### config.mk
export PLATFORM = sky130hd
export DESIGN_NAME = game_core
export DESIGN_NICKNAME = d
export VERILOG_FILES = /design/src/rtl/game_core.sv
export SDC_FILE = /design/constraint.sdc
export NUM_CORES = 1
export LEC_CHECK = 0
export ABC_CLOCK_PERIOD_IN_PS = 14200
export CAP_MARGIN = 20
export CORE_AREA = 5 5 74 127
export DETAILED_ROUTE_END_ITERATION = 8
export DIE_AREA = 0 0 79 132
export PLACE_DENSITY = 0.69
export REMOVE_ABC_BUFFERS = 1
export SYNTH_ARGS = -nofsm -noshare
export SYNTH_HDL_FRONTEND = slang
export SYNTH_SLANG_ARGS = --single-unit
### constraint.sdc
create_clock -name clk -period 14.2 [get_ports clk]
set_clock_uncertainty 0.2 [all_clocks]
set_input_delay 2.84 -clock clk [delete_from_list [all_inputs] [get_ports clk]]
set_output_delay 2.84 -clock clk [all_outputs]
set_load 0.03 [all_outputs]
### src/rtl/game_core.sv
// game_core: timed target-hit game controller (state machine, BCD countdown, LFSR target, BCD score).
// Optional miss penalty: define GAME_MISS_PENALTY_EN.
module game_core #(
  parameter int N_POS    = 9,
  parameter int GAME_SEC = 30,
  parameter int MOVE_SEC = 1,
  parameter int TICK_DIV = 50_000_000
) (
  input  logic       clk,
  input  logic       rst,
  input  logic       start,
  input  logic       hit_valid,
  input  logic [3:0] hit_pos,
  output logic [3:0] position,
  output logic       pos_valid,
  output logic [3:0] sec_tens,
  output logic [3:0] sec_ones,
  output logic [3:0] score_tens,
  output logic [3:0] score_ones,
  output logic [1:0] state,
  output logic       game_over
);

  localparam int PRESC_W = $clog2(TICK_DIV);
  localparam int MOVE_W  = $clog2(MOVE_SEC + 1);
  localparam logic [PRESC_W-1:0] PRESC_MAX = PRESC_W'(TICK_DIV - 1);
  localparam logic [MOVE_W-1:0]  MOVE_LAST = MOVE_W'(MOVE_SEC - 1);
  localparam logic [7:0] SEC_INIT  = {4'(GAME_SEC / 10), 4'(GAME_SEC % 10)};
  localparam logic [7:0] N_POS_8   = 8'(N_POS);
  localparam logic [7:0] LFSR_SEED = 8'hA5;

  typedef enum logic [1:0] {
    ST_IDLE = 2'b00,
    ST_PLAY = 2'b01,
    ST_OVER = 2'b10
  } state_e;

  // Two-digit BCD helpers; both saturate at their end of range.
  function automatic logic [7:0] bcd_inc_sat(input logic [7:0] v);
    logic [7:0] r;
    if (v == 8'h99) r = v;
    else if (v[3:0] == 4'd9) r = {v[7:4] + 4'd1, 4'd0};
    else r = {v[7:4], v[3:0] + 4'd1};
    return r;
  endfunction

  function automatic logic [7:0] bcd_dec_sat(input logic [7:0] v);
    logic [7:0] r;
    if (v == 8'h00) r = v;
    else if (v[3:0] == 4'd0) r = {v[7:4] - 4'd1, 4'd9};
    else r = {v[7:4], v[3:0] - 4'd1};
    return r;
  endfunction

  state_e               state_q, state_d;
  logic [3:0]           position_q, position_d;
  logic                 pos_valid_q, pos_valid_d;
  logic [7:0]           sec_q, sec_d;
  logic [7:0]           score_q, score_d;
  logic                 game_over_q, game_over_d;
  logic [7:0]           lfsr_q, lfsr_d;
  logic [PRESC_W-1:0]   presc_q, presc_d;
  logic [MOVE_W-1:0]    move_q, move_d;
  logic                 start_dly_q, start_dly_d;

  logic                 rise_s;
  logic                 tick_s;
  logic                 match_s;
  logic [7:0]           cand_s;
  logic [3:0]           reloc_s;

  // Relocation target: LFSR modulo N_POS, bumped by one if it would repeat the current target.
  always_comb begin
    cand_s = lfsr_q % N_POS_8;
    if (cand_s == {4'd0, position_q}) begin
      if (cand_s == N_POS_8 - 8'd1) reloc_s = 4'd0;
      else reloc_s = cand_s[3:0] + 4'd1;
    end else begin
      reloc_s = cand_s[3:0];
    end
  end

  // Next-state and datapath for the game FSM.
  always_comb begin
    state_d     = state_q;
    position_d  = position_q;
    sec_d       = sec_q;
    score_d     = score_q;
    game_over_d = 1'b0;
    lfsr_d      = {lfsr_q[6:0], lfsr_q[7] ^ lfsr_q[5] ^ lfsr_q[4] ^ lfsr_q[3]};
    presc_d     = presc_q;
    move_d      = move_q;
    start_dly_d = start;
    rise_s      = start & ~start_dly_q;
    tick_s      = 1'b0;
    match_s     = 1'b0;
    case (state_q)
      ST_IDLE, ST_OVER: begin
        if (rise_s) begin
          state_d    = ST_PLAY;
          sec_d      = SEC_INIT;
          score_d    = 8'h00;
          presc_d    = {PRESC_W{1'b0}};
          move_d     = {MOVE_W{1'b0}};
          position_d = reloc_s;
        end else begin
          state_d = state_q;
        end
      end
      ST_PLAY: begin
        tick_s  = (presc_q == PRESC_MAX);
        match_s = hit_valid && (hit_pos == position_q);
        if (tick_s) presc_d = {PRESC_W{1'b0}};
        else presc_d = presc_q + PRESC_W'(1);
        if (match_s) begin
          score_d = bcd_inc_sat(score_q);
        end else if (hit_valid) begin
`ifdef GAME_MISS_PENALTY_EN
          score_d = bcd_dec_sat(score_q);
`else
          score_d = score_q;
`endif
        end else begin
          score_d = score_q;
        end
        if (tick_s) begin
          sec_d = bcd_dec_sat(sec_q);
          if (sec_q == 8'h01) begin
            state_d     = ST_OVER;
            game_over_d = 1'b1;
          end else begin
            state_d = ST_PLAY;
          end
        end else begin
          sec_d = sec_q;
        end
        // A match hit owns the relocation even when a move tick lands on the same cycle.
        if (match_s) begin
          position_d = reloc_s;
          move_d     = {MOVE_W{1'b0}};
        end else if (tick_s && (move_q == MOVE_LAST)) begin
          position_d = reloc_s;
          move_d     = {MOVE_W{1'b0}};
        end else if (tick_s) begin
          move_d = move_q + MOVE_W'(1);
        end else begin
          move_d = move_q;
        end
      end
      default: state_d = ST_IDLE;
    endcase
    pos_valid_d = (state_d == ST_PLAY);
  end

  // State and output registers.
  always_ff @(posedge clk or negedge rst) begin
    if (!rst) begin
      state_q     <= ST_IDLE;
      position_q  <= 4'd0;
      pos_valid_q <= 1'b0;
      sec_q       <= SEC_INIT;
      score_q     <= 8'h00;
      game_over_q <= 1'b0;
      lfsr_q      <= LFSR_SEED;
      presc_q     <= {PRESC_W{1'b0}};
      move_q      <= {MOVE_W{1'b0}};
      start_dly_q <= 1'b0;
    end else begin
      state_q     <= state_d;
      position_q  <= position_d;
      pos_valid_q <= pos_valid_d;
      sec_q       <= sec_d;
      score_q     <= score_d;
      game_over_q <= game_over_d;
      lfsr_q      <= lfsr_d;
      presc_q     <= presc_d;
      move_q      <= move_d;
      start_dly_q <= start_dly_d;
    end
  end

  assign position   = position_q;
  assign pos_valid  = pos_valid_q;
  assign sec_tens   = sec_q[7:4];
  assign sec_ones   = sec_q[3:0];
  assign score_tens = score_q[7:4];
  assign score_ones = score_q[3:0];
  assign state      = state_q;
  assign game_over  = game_over_q;

endmodule

==> report_table.html <==
<table>
<tr><th>Metric</th><th>Value</th></tr>
<tr><th colspan="2">Detailed routing</th></tr>
<tr><td>Post-route antenna net violation count</td><td>0</td></tr>
<tr><td>Sum of routed wire length over all layers</td><td>9.370 mm</td></tr>
<tr><td>Via count of the routed design</td><td>about 3,600</td></tr>
<tr><td>TritonRoute pass-1 iters</td><td>4</td></tr>
<tr><td>First DRT Iteration DRCs</td><td>181</td></tr>
<tr><td>Number of vias per cell</td><td>6.019</td></tr>
<tr><td>Post-detailed-route wirelength per cell</td><td>15.77 um</td></tr>
<tr><td># DRC</td><td>0</td></tr>
<tr><th colspan="2">Placement</th></tr>
<tr><td>Post-detailed-placement half-perimeter wirelength</td><td>between 6 and 7 mm</td></tr>
<tr><td>Post-place setup slack</td><td>9.053 ns</td></tr>
<tr><td>Post-Place Cells</td><td>578</td></tr>
<tr><td>Number of input and output port buffers inserted</td><td>31</td></tr>
<tr><td>Weighted congestion reported at the end of routability-driven placement</td><td>0.8478</td></tr>
<tr><th colspan="2">Power and ir drop</th></tr>
<tr><td>Leakage component of the power</td><td>1.943 nW</td></tr>
<tr><td>Highest ir drop seen on vdd</td><td>79.29 uV</td></tr>
<tr><td>PwrDens</td><td>approximately 120 mW/mm2</td></tr>
<tr><td>Power, Total</td><td>0.5487 mW</td></tr>
<tr><th colspan="2">Timing</th></tr>
<tr><td>Slew @ Worst Pin</td><td>roughly 0.93 ns</td></tr>
<tr><td>Final-layout setup total negative slack</td><td>0 ns</td></tr>
<tr><td>Post-route worst hold slack</td><td>roughly 0.26 ns</td></tr>
<tr><td>Relative slew margins</td><td>38.12%</td></tr>
<tr><td>Total count of max-transition violations in the final report</td><td>0</td></tr>
<tr><td>Final setup fails</td><td>0</td></tr>
<tr><td>Worst Slack Setup Final</td><td>between 9 and 10 ns</td></tr>
<tr><td>Clock period minus worst slack</td><td>5.109 ns</td></tr>
<tr><td>Setup repair after global routing missed its margin</td><td>false</td></tr>
<tr><td>Highest Clock Rate</td><td>0.1957 GHz</td></tr>
<tr><td>Hold violation total from the final report</td><td>0</td></tr>
<tr><td>Period Utilization, post-route</td><td>35.98%</td></tr>
<tr><th colspan="2">Synth</th></tr>
<tr><td>Flops &amp; latches, synth</td><td>60</td></tr>
<tr><td>Sequential share of the synthesized area</td><td>a little under two fifths</td></tr>
<tr><td>Average cell area after synthesis</td><td>8.576 um2</td></tr>
<tr><td>Library cell with the largest summed area after synthesis</td><td>dfrtp_1</td></tr>
<tr><td>Ys flop type</td><td>dfrtp_1</td></tr>
<tr><td>Cell area after synthesis</td><td>0.003996 mm2</td></tr>
<tr><td>Share of flip-flops with an asynchronous set or reset</td><td>100.0%</td></tr>
<tr><td>Number of cells produced by synthesis</td><td>around 470</td></tr>
<tr><td>Post-synth top cells</td><td>dfrtp_1 (54), nand2_1 (54), o21ai_0 (53), nor2_1 (40), nand3_1 (24)</td></tr>
<tr><td>Number of distinct standard cells referenced by the synthesized netlist</td><td>81</td></tr>
<tr><td>Top-area cell type share of the netlist area</td><td>33.81%</td></tr>
<tr><td>Top cells by area in the synthesized netlist</td><td>dfrtp_1 (34%), o21ai_0 (6.6%), nand2_1 (5.1%)</td></tr>
<tr><td>Warnings from Yosys</td><td>0</td></tr>
<tr><td>Number of synthesized flops with an enable pin</td><td>0</td></tr>
<tr><th colspan="2">Floorplanning</th></tr>
<tr><td>I/O pin cnt</td><td>32</td></tr>
<tr><td>Rows</td><td>44</td></tr>
<tr><td>Die H</td><td>132 um</td></tr>
<tr><td>Area of the core</td><td>slightly above 0.008 mm2</td></tr>
<tr><td>Die X</td><td>79 um</td></tr>
<tr><td>Die Area</td><td>between 0.01 and 0.015 mm2</td></tr>
<tr><td>Initial cell density of the core</td><td>about half</td></tr>
<tr><th colspan="2">Global route</th></tr>
<tr><td>Initial antenna violation count</td><td>0</td></tr>
<tr><td>Wire length of the first global-routing pass</td><td>between 15 and 20 mm</td></tr>
<tr><td>Sum of overflow across all layers after global routing</td><td>0</td></tr>
<tr><td>Global-route usage over all layers</td><td>18.74%</td></tr>
<tr><td>Vias in the first global route</td><td>between 3,000 and 4,000</td></tr>
<tr><td>Largest net degree at the start of global routing</td><td>61</td></tr>
<tr><th colspan="2">CTS</th></tr>
<tr><td>Clock tree from TritonCTS</td><td>built</td></tr>
<tr><td>H-Tree Depth</td><td>3</td></tr>
<tr><td>Number of buffers added by the clock tree synthesis step</td><td>9</td></tr>
<tr><td>Buffer cell driving the clock tree root</td><td>clkbuf_16</td></tr>
<tr><td>Clk sinks</td><td>60</td></tr>
<tr><td>Number of buffers between clock root and the deepest sink</td><td>2</td></tr>
<tr><td>Clock Latency Late Sink</td><td>0.33 ns</td></tr>
<tr><td>Clock transition time at the flip-flop clock pins of the worst setup and hold paths</td><td>around 0.050 ns</td></tr>
<tr><td># hold bufs at CTS</td><td>0</td></tr>
<tr><td>Number of post-CTS setup repair buffers</td><td>0</td></tr>
<tr><td>Quantity of gates resized following cts</td><td>0</td></tr>
<tr><th colspan="2">Critical path</th></tr>
<tr><td>Kind of capture point of the worst setup path</td><td>flop</td></tr>
<tr><td>Timing endpoint of the critical path</td><td>position[1]</td></tr>
<tr><td>Maximum fanout along the worst path</td><td>12</td></tr>
<tr><td>Terminus of the critical flop-to-flop path</td><td>position[1]</td></tr>
<tr><td>Critical Path AT</td><td>5.14 ns</td></tr>
<tr><td>Critical Setup Path Class</td><td>flop to flop</td></tr>
<tr><td>Number of cells traversed by the worst register-to-register path</td><td>17</td></tr>
<tr><td>Critical path origin</td><td>lfsr_q[2]</td></tr>
<tr><td>Worst setup slack for register-to-register paths</td><td>9.09 ns</td></tr>
<tr><td>Crit path launch type</td><td>flop</td></tr>
<tr><td>Worst reg2reg path startpoint</td><td>lfsr_q[2]</td></tr>
<tr><td>Data required time of the worst path</td><td>14.23 ns</td></tr>
<tr><th colspan="2">Cells and area</th></tr>
<tr><td>Cell Count, Final, Fillers Out</td><td>a little under 600</td></tr>
<tr><td>Fill count</td><td>roughly 750</td></tr>
<tr><td>Syn-to-layout area delta</td><td>17.66%</td></tr>
<tr><td>Antenna diode count</td><td>0</td></tr>
<tr><td>Layout cells sized above 1</td><td>10.56%</td></tr>
<tr><td>Net count reported at finish</td><td>516</td></tr>
<tr><th colspan="2">Min path</th></tr>
<tr><td>Worst min path class</td><td>flop to flop</td></tr>
<tr><th colspan="2">Run</th></tr>
<tr><td>Max cap viols</td><td>0</td></tr>
<tr><th colspan="2">Run status</th></tr>
<tr><td>Status</td><td>complete, no violations</td></tr>
</table>
-- critical path: stages (launching register included) --
cell,delay [ns]
dfstp_2,0.66
and2b_1,0.25
o21ai_0,0.16
a22oi_1,0.13
ha_1,0.27
or3_1,0.41
or2_4,0.28
a21o_1,0.22
xnor2_1,0.29
ha_1,0.38
inv_1,0.08
nor2_1,0.12
o21ai_2,0.11
a2111oi_2,0.36
o21ba_1,0.20
or3_4,0.39
o31a_1,0.32
o31ai_2,0.18
-- kinds of logic (layout without fill, tap and decap cells) --
family	count (synthesis)	after routing	share of synthesized area (%)
AND/OR/NAND/NOR	202	202	26.36
adder cells (fa/ha/maj)	11	11	3.444
buffers and inverters	29	65	2.943
AO/OA/AOI/OAI	139	139	23.45
multiplexers	4	4	1.096
XOR/XNOR	21	21	4.947
flip-flops	60	60	37.76
-- cell type report --
| cell class | count | area, um2 | share of cell area [%] |
|---|---|---|---|
| timing repair buffer | 34 | 327.8 | 6.972 |
| inverter | 15 | 56.30 | 1.197 |
| sequential | 60 | 1509 | 32.09 |
| clock inverter | 7 | 98.84 | 2.102 |
| multi-input combinational | 377 | 2370 | 50.40 |
| tap | 92 | 115.1 | 2.448 |
| clock buffer | 9 | 225.2 | 4.790 |
-- flip-flops by register name, indices dropped and copies added, names as in the netlist --
register	cells
presc_q	26
score_q	8
sec_q	8
start_dly_q	1
position	4
move_q	1
state	2
lfsr_q	8
game_over	1
pos_valid	1
-- power by group --
group          switching, mW  internal, mW  leakage [nW]
Clock                 0.0805         0.155         0.156
Combinational         0.0611        0.0506          1.03
Sequential            0.0192         0.183         0.755
-- stage by stage --
step,utilization [%],instance area [um2]
3_5_place_dp,53.37,4378
2_1_floorplan,-,3935
4_1_cts,57.32,4702
3_3_place_gp,53.37,4378
6_report,57.32,4702
5_1_grt,57.32,4702
-- worst min-delay path by stage --
stage          cells past startpoint        end       from  slack (ns)
4_1_cts                            0  lfsr_q[5]  lfsr_q[4]        0.26
3_5_place_dp                       0  lfsr_q[5]  lfsr_q[4]        0.26
2_1_floorplan                      0  lfsr_q[5]  lfsr_q[4]        0.22
3_3_place_gp                       0  lfsr_q[5]  lfsr_q[4]        0.26
5_1_grt                            0  lfsr_q[1]  lfsr_q[0]        0.28
6_report                           0  lfsr_q[5]  lfsr_q[4]        0.26
-- layer usage --
| layer | up-vias | global-route usage [%] | share of wire, % |
|---|---|---|---|
| met1 | 1731 | 21.44 | 40 |
| met3 | 14 | 4.104 | 2.7 |
| li1 | 1768 | - | - |
| met5 | - | 0 | 0 |
| met4 | 0 | 6.692 | 1.7 |
| met2 | 62 | 33.54 | 56 |
-- layout by cell type, fill, tap and decap left out, drive strengths merged, types with 3 or more instances in the layout --
cell,Yosys,routed
clkdlybuf4s50,0,30
buf,3,4
o211ai,7,7
nand2b,9,9
nand2,54,54
nor3,7,7
nor2,41,41
a21oi,21,21
a31oi,7,7
a21o,7,7
clkbuf,11,9
o22ai,3,3
or2,5,5
xnor2,10,10
o31ai,8,8
dfstp,6,6
or4,3,3
o41ai,4,4
mux2,3,3
dfrtp,54,54
nor4,5,5
a22oi,4,4
and2,3,3
nand4,7,7
nor2b,6,6
or3,9,9
and3,14,14
ha,11,11
inv,15,17
nand3,24,24
o21ai,55,55
xor2,10,10
No activity file was read; power rests on OpenSTA's default activity.
